**src/rtl/mips_pkg.sv**
```systemverilog
// Shared register-file types for the writeback path.
package mips_pkg;

  typedef logic [4:0]  regaddr_t;
  typedef logic [31:0] word_t;

  typedef struct packed {
    regaddr_t rd;
    word_t    data;
  } wb_entry_t;

  localparam regaddr_t REG_ZERO = 5'd0;

endpackage

```
**src/rtl/wb_fifo.sv**
```systemverilog
// In-order FIFO of pending long-latency writeback entries.
// full/empty derive from an occupancy count one bit wider than the pointers.
module wb_fifo
  import mips_pkg::*;
#(
  parameter int unsigned DEPTH = 4
) (
  input  logic      clk,
  input  logic      reset,
  input  logic      i_push,
  input  wb_entry_t i_data,
  input  logic      i_pop,
  output wb_entry_t o_data,
  output logic      o_full,
  output logic      o_empty
);

  localparam int unsigned AW = $clog2(DEPTH);

  logic [AW-1:0] r_wptr;
  logic [AW-1:0] r_rptr;
  logic [AW:0]   r_count;
  wb_entry_t     r_mem [DEPTH];

  logic w_push;
  logic w_pop;

  assign o_full  = (r_count == (AW+1)'(DEPTH));
  assign o_empty = (r_count == '0);
  assign w_push  = i_push && !o_full;
  assign w_pop   = i_pop && !o_empty;
  assign o_data  = r_mem[r_rptr];

  always_ff @(posedge clk) begin
    if (reset) begin
      r_wptr  <= '0;
      r_rptr  <= '0;
      r_count <= '0;
    end else begin
      if (w_push) r_wptr <= r_wptr + AW'(1);
      if (w_pop)  r_rptr <= r_rptr + AW'(1);
      unique case ({w_push, w_pop})
        2'b10:   r_count <= r_count + (AW+1)'(1);
        2'b01:   r_count <= r_count - (AW+1)'(1);
        default: r_count <= r_count;
      endcase
    end
  end

  // Storage needs no reset; occupancy alone decides validity.
  always_ff @(posedge clk) begin
    if (w_push) r_mem[r_wptr] <= i_data;
  end

endmodule

```
**src/rtl/rf_write_arbiter.sv**
```systemverilog
// Owns the register-file write port: pipeline writeback wins, queued long-latency results fill gaps.
// Optional per-register pending scoreboard enabled by defining SCOREBOARD_EN.
module rf_write_arbiter
  import mips_pkg::*;
#(
  parameter int unsigned DEPTH      = 4,
  parameter int unsigned STARVE_MAX = 8
) (
  input  logic        clk,
  input  logic        reset,
  input  logic        pipe_regwrite,
  input  regaddr_t    pipe_writereg,
  input  word_t       pipe_result,
  input  logic        lu_valid,
  output logic        lu_ready,
  input  regaddr_t    lu_reg,
  input  word_t       lu_data,
  output logic        we,
  output regaddr_t    a3,
  output word_t       wd3,
  output logic        stall_req
`ifdef SCOREBOARD_EN
  ,
  output logic [31:0] busy,
  input  logic        issue_valid,
  input  regaddr_t    issue_reg
`endif
);

  localparam int unsigned SW = $clog2(STARVE_MAX + 1);

  logic      r_we;
  regaddr_t  r_a3;
  word_t     r_wd3;
  logic      r_stall;
  logic [SW-1:0] r_starve;
  logic [SW-1:0] w_starve_d;

  logic      w_pipe_wr;
  logic      w_push;
  logic      w_pop;
  logic      w_full;
  logic      w_empty;
  wb_entry_t w_head;
  wb_entry_t w_lu_entry;

  assign w_pipe_wr  = pipe_regwrite && (pipe_writereg != REG_ZERO);
  assign lu_ready   = !w_full;
  // r0 results are acknowledged but never occupy a slot.
  assign w_push     = lu_valid && lu_ready && (lu_reg != REG_ZERO);
  assign w_pop      = !w_empty && !w_pipe_wr;
  assign w_lu_entry = '{rd: lu_reg, data: lu_data};

  wb_fifo #(
    .DEPTH (DEPTH)
  ) u_fifo (
    .clk     (clk),
    .reset   (reset),
    .i_push  (w_push),
    .i_data  (w_lu_entry),
    .i_pop   (w_pop),
    .o_data  (w_head),
    .o_full  (w_full),
    .o_empty (w_empty)
  );

  always_comb begin
    w_starve_d = r_starve;
    if (w_empty || w_pop) begin
      w_starve_d = '0;
    end else if (r_starve != SW'(STARVE_MAX)) begin
      w_starve_d = r_starve + SW'(1);
    end
  end

  always_ff @(posedge clk) begin
    if (reset) begin
      r_we     <= 1'b0;
      r_a3     <= REG_ZERO;
      r_wd3    <= '0;
      r_starve <= '0;
      r_stall  <= 1'b0;
    end else begin
      r_starve <= w_starve_d;
      // Saturated count holds stall high until the next pop clears it.
      r_stall  <= (w_starve_d == SW'(STARVE_MAX));
      if (w_pipe_wr) begin
        r_we  <= 1'b1;
        r_a3  <= pipe_writereg;
        r_wd3 <= pipe_result;
      end else if (w_pop) begin
        r_we  <= 1'b1;
        r_a3  <= w_head.rd;
        r_wd3 <= w_head.data;
      end else begin
        r_we  <= 1'b0;
      end
    end
  end

  assign we        = r_we;
  assign a3        = r_a3;
  assign wd3       = r_wd3;
  assign stall_req = r_stall;

`ifdef SCOREBOARD_EN
  logic [31:0] r_busy;
  logic [31:0] w_busy_d;

  always_comb begin
    w_busy_d = r_busy;
    if (w_pop) w_busy_d[w_head.rd] = 1'b0;
    // A same-cycle issue outranks the clear from the pop.
    if (issue_valid) w_busy_d[issue_reg] = 1'b1;
    w_busy_d[0] = 1'b0;
  end

  always_ff @(posedge clk) begin
    if (reset) r_busy <= '0;
    else       r_busy <= w_busy_d;
  end

  assign busy = r_busy;
`endif

endmodule
```
**config.mk**
```make
export PLATFORM = sky130hd
export DESIGN_NAME = rf_write_arbiter
export DESIGN_NICKNAME = d
export VERILOG_FILES = /design/src/rtl/mips_pkg.sv /design/src/rtl/wb_fifo.sv /design/src/rtl/rf_write_arbiter.sv
export SDC_FILE = /design/constraint.sdc
export NUM_CORES = 1
export LEC_CHECK = 0
export CAP_MARGIN = 20
export CORE_UTILIZATION = 53
export CTS_CLUSTER_SIZE = 14
export DETAILED_ROUTE_END_ITERATION = 7
export PLACE_DENSITY = 0.79
export SLEW_MARGIN = 20
export SYNTH_ARGS = -nofsm -noshare
export SYNTH_HDL_FRONTEND = slang
export SYNTH_SLANG_ARGS = --single-unit
```
**constraint.sdc**
```tcl
create_clock -name clk -period 3.5 [get_ports clk]
set_clock_uncertainty 0.2 [all_clocks]
set_input_delay 0.7 -clock clk [delete_from_list [all_inputs] [get_ports clk]]
set_output_delay 0.7 -clock clk [all_outputs]
set_load 0.02 [all_outputs]
```
# ---- Yosys cells after proc, flatten, opt, wreduce, memory -nomap -nowiden
# Memories as Yosys holds them, arrays and structs flattened. A register that Yosys moved wholly into a read port is not among the register bits.
# Index checks and enable logic that the tools add are counted.
# Widths: inputs -> output; s select.
dict set report word_totals {
  n_memories 1
  elab_cells 47
  in_bits 78
  ram_bits 148
  reg_bits 50
}
# memory depth width read_ports rd_ports_with_merged_regs write_ports line
set mem_list {}
lappend mem_list {u_fifo.r_mem 4 37 1 1 1 wb_fifo.sv:23} ;# wb_entry_t r_mem [DEPTH];
dict set report classes {
  n_eq_ne 5
  n_reduce_logical 15
  mux 13
  n_addsub 5
}
# cell n
set ops {}
lappend ops {{$mux 32} 2}
lappend ops {{$mux 5} 2}
lappend ops {{$reduce_bool 5->1} 2}
lappend ops {{$mux 4} 2}
lappend ops {{$logic_and 1x1->1} 6}
lappend ops {{$pmux 3 s2} 1}
lappend ops {{$add 2x1->2 const B} 2}
lappend ops {{$add 4x1->4 const B} 1}
lappend ops {{$eq 4x4->1 const B} 1}
lappend ops {{$mux 1} 4}
lappend ops {{$mux 2} 2}
lappend ops {{$ne 4x4->1 const B} 1}
lappend ops {{$reduce_bool 2->1} 2}
lappend ops {{$add 3x1->3 const B} 1}
lappend ops {{$eq 3x3->1 const B} 1}
lappend ops {{$logic_not 1->1} 3}
lappend ops {{$logic_not 3->1} 1}
lappend ops {{$sub 3x1->3 const B} 1}
lappend ops {{$eq 2x1->1 const B} 1}
lappend ops {{$eq 2x2->1 const B} 1}
lappend ops {{$logic_or 1x1->1} 1}

# ---- Logic depth before layout (Yosys ltp)
dict set report depth {
  ltp_word 7
  depth_mapped 11
  ltp_nobuf 9
}

# ---- Modules after synthesis
# Synthesis repeated with hierarchy kept, for this count alone.
dict set report hier_totals {
  hier_cells 488
  area_unflattened_um2 8122.8
}
# mod n_inst cells_each area_per_inst_um2
set by_module_without_submodules {}
lappend by_module_without_submodules {wb_fifo 1 247 5866.9}
lappend by_module_without_submodules {rf_write_arbiter 1 241 2255.9}

# ---- Worst setup path after synthesis
# Ideal clock, no wire load.
dict set report synth_path {
  path_kind {in2reg}
  start {input pipe_writereg[1]}
  end {register u_fifo.r_count[2]}
  path_buffers 2
  setup_time_ns 0.071
  path_stages 11
  required_ns 3.229
  arrival_ns 2.966
  path_slack_ns 0.264
  cell_sequence {or4_4 -> o21a_1 -> buf_6 -> buf_2 -> nor2_1 -> ha_1 -> inv_1 -> fa_1 -> xor2_1 -> or3_1 -> a21oi_1}
}
dict set report synth_between {
  elab_chain_len 7
  elab_cells_between_ends 9
  classes_between {eq/ne (2); mux (1); reduce/logical (6)}
}
# element line
set synth_rtl {}
lappend synth_rtl {{start, declared} rf_write_arbiter.sv:12} ;# input regaddr_t pipe_writereg,
lappend synth_rtl {{$reduce_bool 5->1 *} rf_write_arbiter.sv:47} ;# assign w_pipe_wr = pipe_regwrite && (pipe_writereg != REG_ZERO);
lappend synth_rtl {{$logic_and 1x1->1 *} rf_write_arbiter.sv:47}
lappend synth_rtl {{$logic_not 1->1 *} rf_write_arbiter.sv:51} ;# assign w_pop = !w_empty && !w_pipe_wr;
lappend synth_rtl {{$logic_and 1x1->1 *} rf_write_arbiter.sv:51}
lappend synth_rtl {{$logic_and 1x1->1 *} wb_fifo.sv:31} ;# assign w_pop = i_pop && !o_empty;
lappend synth_rtl {{net u_fifo.w_pop} wb_fifo.sv:26} ;# logic w_pop;
lappend synth_rtl {{$eq 2x1->1 / $eq 2x2->1 (equally long branches)} wb_fifo.sv:42} ;# unique case ({w_push, w_pop})
lappend synth_rtl {{$pmux 3 s2 / $reduce_bool 2->1 (equally long branches)} n/a}
lappend synth_rtl {{end signal, assigned} wb_fifo.sv:43} ;# 2'b10: r_count <= r_count + (AW+1)'(1);
lappend synth_rtl {{end signal, assigned} wb_fifo.sv:44} ;# 2'b01: r_count <= r_count - (AW+1)'(1);
lappend synth_rtl {{end signal, assigned} wb_fifo.sv:45} ;# default: r_count <= r_count;
lappend synth_rtl {{end, declared} wb_fifo.sv:22} ;# logic [AW:0] r_count;
# The timed path passes the listed nets; every way through them passes the cells marked *.
# A chain may end at the register's enable or synchronous reset.

# ---- Worst setup path after layout
dict set report layout_path {
  start {input lu_reg[4]}
  end {register u_fifo.r_count[2]}
}
dict set report layout_between {
  elab_chain_len 5
  elab_cells_between_ends 7
  classes_between {eq/ne (2); mux (1); reduce/logical (4)}
}
# element line
set layout_rtl {}
lappend layout_rtl {{start, declared} rf_write_arbiter.sv:16} ;# input regaddr_t lu_reg,
lappend layout_rtl {{$reduce_bool 5->1 *} rf_write_arbiter.sv:50} ;# assign w_push = lu_valid && lu_ready && (lu_reg != REG_ZERO);
lappend layout_rtl {{$logic_and 1x1->1 *} rf_write_arbiter.sv:50}
lappend layout_rtl {{$logic_and 1x1->1 *} wb_fifo.sv:30} ;# assign w_push = i_push && !o_full;
lappend layout_rtl {{$eq 2x1->1 / $eq 2x2->1 (equally long branches)} wb_fifo.sv:42}
lappend layout_rtl {{$pmux 3 s2 / $reduce_bool 2->1 (equally long branches)} n/a}
# Mark *: on every way between the ends. The rest lies on a longest branch, timed or not.

==> flow_summary.ini <==
[timing]
setup_ws_ps = 313
fmax_mhz = 314
min_period_over_period = 0.910
hold_ws_ps = 292
finalCriticalPeriod_ps = 3190
drv_slew = 0
relSlewSlack = 0.297
rsz0062_at_grt = false
tightest_slew_ps = 1050
finalSetupViolCount = 0
setup_tns_ps = 0
hold_viol = 0

[floorplanning]
die_h_um = 122
num_rows = 43
io_pins = 118
core_area_sq_um = 14000
initial_utilization = 0.548
die_area_sq_um = 15000
die-width_um = 122

[route]
drtPass1Iterations = 4
drc = 0
wl_per_cell_um = 20.4
drt_iter0_markers = 343
ant_nets = 0
routed_wl_mm = 16.3
via_count = 4662
viasPerCell = 5.82

[power]
power.total_mw = 6.70
switchingPower_mw = 1.90
p_clk_frac = 0.299
comb_power_share = 0.250
power_density_nw_per_um2 = 690
power_frac_seq = 0.451
p_int_mw = 4.81
switching_share = 0.283
power.leakage_nw = 3.24
vdd_drop_max_v = 0.000389

[yosys]
synth.net_count = 568
ys.flop_type = edfxtp_1
yosysTopAreaCell = edfxtp_1
synth_area_sq_um = 7670
synthTopCellsByCount = 148 x edfxtp_1, 52 x dfxtp_1, 48 x nor2_1
synth_edf_count = 148
ys_seq_area_frac = 0.715
synth_top_area_frac = 0.579
synth_warnings = 0
yosysUniqueCellTypes = 36
syn_inst = 482
ys_seq_elements = 200
async_reset_ff_frac = 0
synth_top_cells_by_area = edfxtp_1 58%, dfxtp_1 14%, mux4_2 11%, a211oi_1 3.4%, a21oi_1 2.7%
synthMostInstantiatedCell = edfxtp_1
syn_avg_cell_area_sq_um = 15.9

[worst_setup_path]
crit_arrival_ps = 3330
cp_max_fo = 5
timing.reg2reg.setup_slack_ps = 830
slowest_delay_ps = 530
r2r_end = u_fifo.r_count[2]$_SDFFE_PP0P_
cp_slowest_cell = clkdlybuf4s50_1
crit_top_cell = inv_1
worst-path-buf-inv = 3
critPathLaunchType = input pin
path_cells = clkdlybuf4s50_1 -> or4_1 -> o211a_1 -> inv_1 -> ha_1 -> inv_1 -> fa_1 -> xor2_1 -> or3_1 -> a21oi_1
r2r_cells = 9
cp.required_ps = 3650
path_class = input pin to flip-flop
crit_family = simple AND/OR/NAND/NOR gates
cp-startpoint = lu_reg[4]
worstReg2RegStart = u_fifo.r_count[2]$_SDFFE_PP0P_
endpoint_kind = flip-flop
path_depth = 10

[cells_and_area]
drive_above_1_share = 0.161
final_nets = 694
syn_to_final_growth_pct = 26.7
fin_cells = 801
antenna_cells = 0

[cts]
post_cts_resized = 0
cts_setup_buffers = 0
clockBufferDepth = 2
cts_hold_buffers = 0
htreeDepth = 4
clkLatencyLatePin_ps = 430
cts.clk_slew.worst_paths_ps = 70
numCtsBuffers = 17
clock-sinks = 200
cts_tree = built
cts_root_buf = clkbuf_16

[place]
dp.final_hpwl_mm = 10.1
dp_worst_setup_slack_ps = -85.4
place_inst = 769
io_buffers = 117
gp_congestion = 0.733

[hold_path]
hold_path.class = flip-flop to flip-flop
whs_path_depth = 2
min-delay-start = u_fifo.r_rptr[1]$_SDFFE_PP0P_

[global_routing]
busiest_layer = met2
grt_pass1_vias = 4866
gr-total-overflow = 0
use_met1 = 0.292
grtUsageTotal = 0.234
grt_use_met3 = 0.0469
grt_pass1_wl_mm = 25.3
antenna_found_initial = 0
grt_start_max_net_pins = 48
use_met2 = 0.399

[status]
status = finished, final reports clean

[job]
maxCapViolCount = 0
[worst reg2reg max path, stage by stage (launching register included)]
cell and delay, ps:
dfxtp_1 390, or3b_2 500, o211a_1 180, inv_1 80, ha_1 180, inv_1 70, fa_1 380, xor2_1 170
or3_1 310, a21oi_1 140
[routing by layer]
metal	part of all wire	vias to the layer above
met3	0.055	22
met2	0.52	159
met1	0.41	2384
met5	0	-
met4	0.015	0
li1	-	2097
[worst max path at each step]
| stage | slack [ps] | to |
|---|---|---|
| after global placement | 20 | u_fifo.r_count[2]$_SDFFE_PP0P_ |
| after global routing | 270 | u_fifo.r_count[2]$_SDFFE_PP0P_ |
| after CTS | 360 | u_fifo.r_count[2]$_SDFFE_PP0P_ |
| final | 310 | u_fifo.r_count[2]$_SDFFE_PP0P_ |
| after detailed placement | -90 | u_fifo.r_count[2]$_SDFFE_PP0P_ |
| after floorplan | 260 | u_fifo.r_count[2]$_SDFFE_PP0P_ |
[layout make-up]
class                           instances  area, sq um
Sequential cell                       200         5490
Fill cell                             905         4270
Multi-Input combinational cell        243         2020
Timing Repair Buffer                  136         1330
Clock buffer                           19          433
Tap cell                              180          225
Clock inverter                         13          180
Inverter                               10         37.5
[sequential cells by signal, indices dropped and copies added (netlist names), named ones only]
name and flops:
r_starve 4, u_fifo.r_count 3, u_fifo.r_rptr 2, stall_req 1, wd3 32, a3 5
u_fifo.r_mem 148, u_fifo.r_wptr 2, we 1
[power groups by stage]
stage                     clock [mW]  combinational [mW]  sequential (mW)
final                           2.01                1.68             3.02
after global routing            2.12                1.81             3.05
after CTS                       2.03                1.68             3.03
after detailed placement           0                1.67             3.07
after global placement             0                1.62             3.05
after floorplan                    0               0.967             3.12
[cells by family (layout without fill, tap and decap cells)]
group | Yosys count | after routing | share of synthesized area
DFF | 200 | 200 | 0.715
and+or+nand+nor | 103 | 103 | 0.0564
AOI/OAI and AO/OA | 87 | 87 | 0.0721
muxes | 40 | 40 | 0.113
buffers and inverters | 39 | 178 | 0.0236
adders and majority gates | 8 | 8 | 0.0140
xor gates and xnor gates | 5 | 5 | 0.00571
[cell usage in the layout (no fill, tap or decap), drive strengths merged, types with 2 or more instances in the layout]
cell and count:
inv 10, or3 3, a22oi 2, clkinvlp 5, mux2 3, edfxtp 148
nand3 3, nand2 39, dfxtp 52, clkinv 4, xnor2 2, or4 3
buf 20, ha 7, bufinv 4, clkdlybuf4s50 116, a211oi 35, nor2 48
clkbuf 19, o21ai 3, and2 4, mux4 37, a21oi 42, xor2 3
[per-stage QoR]
stage	area, sq um	utilization
after global placement	9110	0.651
after floorplan	7670	-
final	9720	0.695
after global routing	9720	0.695
after CTS	9720	0.695
after detailed placement	9110	0.651
No activity file was read; power rests on OpenSTA's default activity.
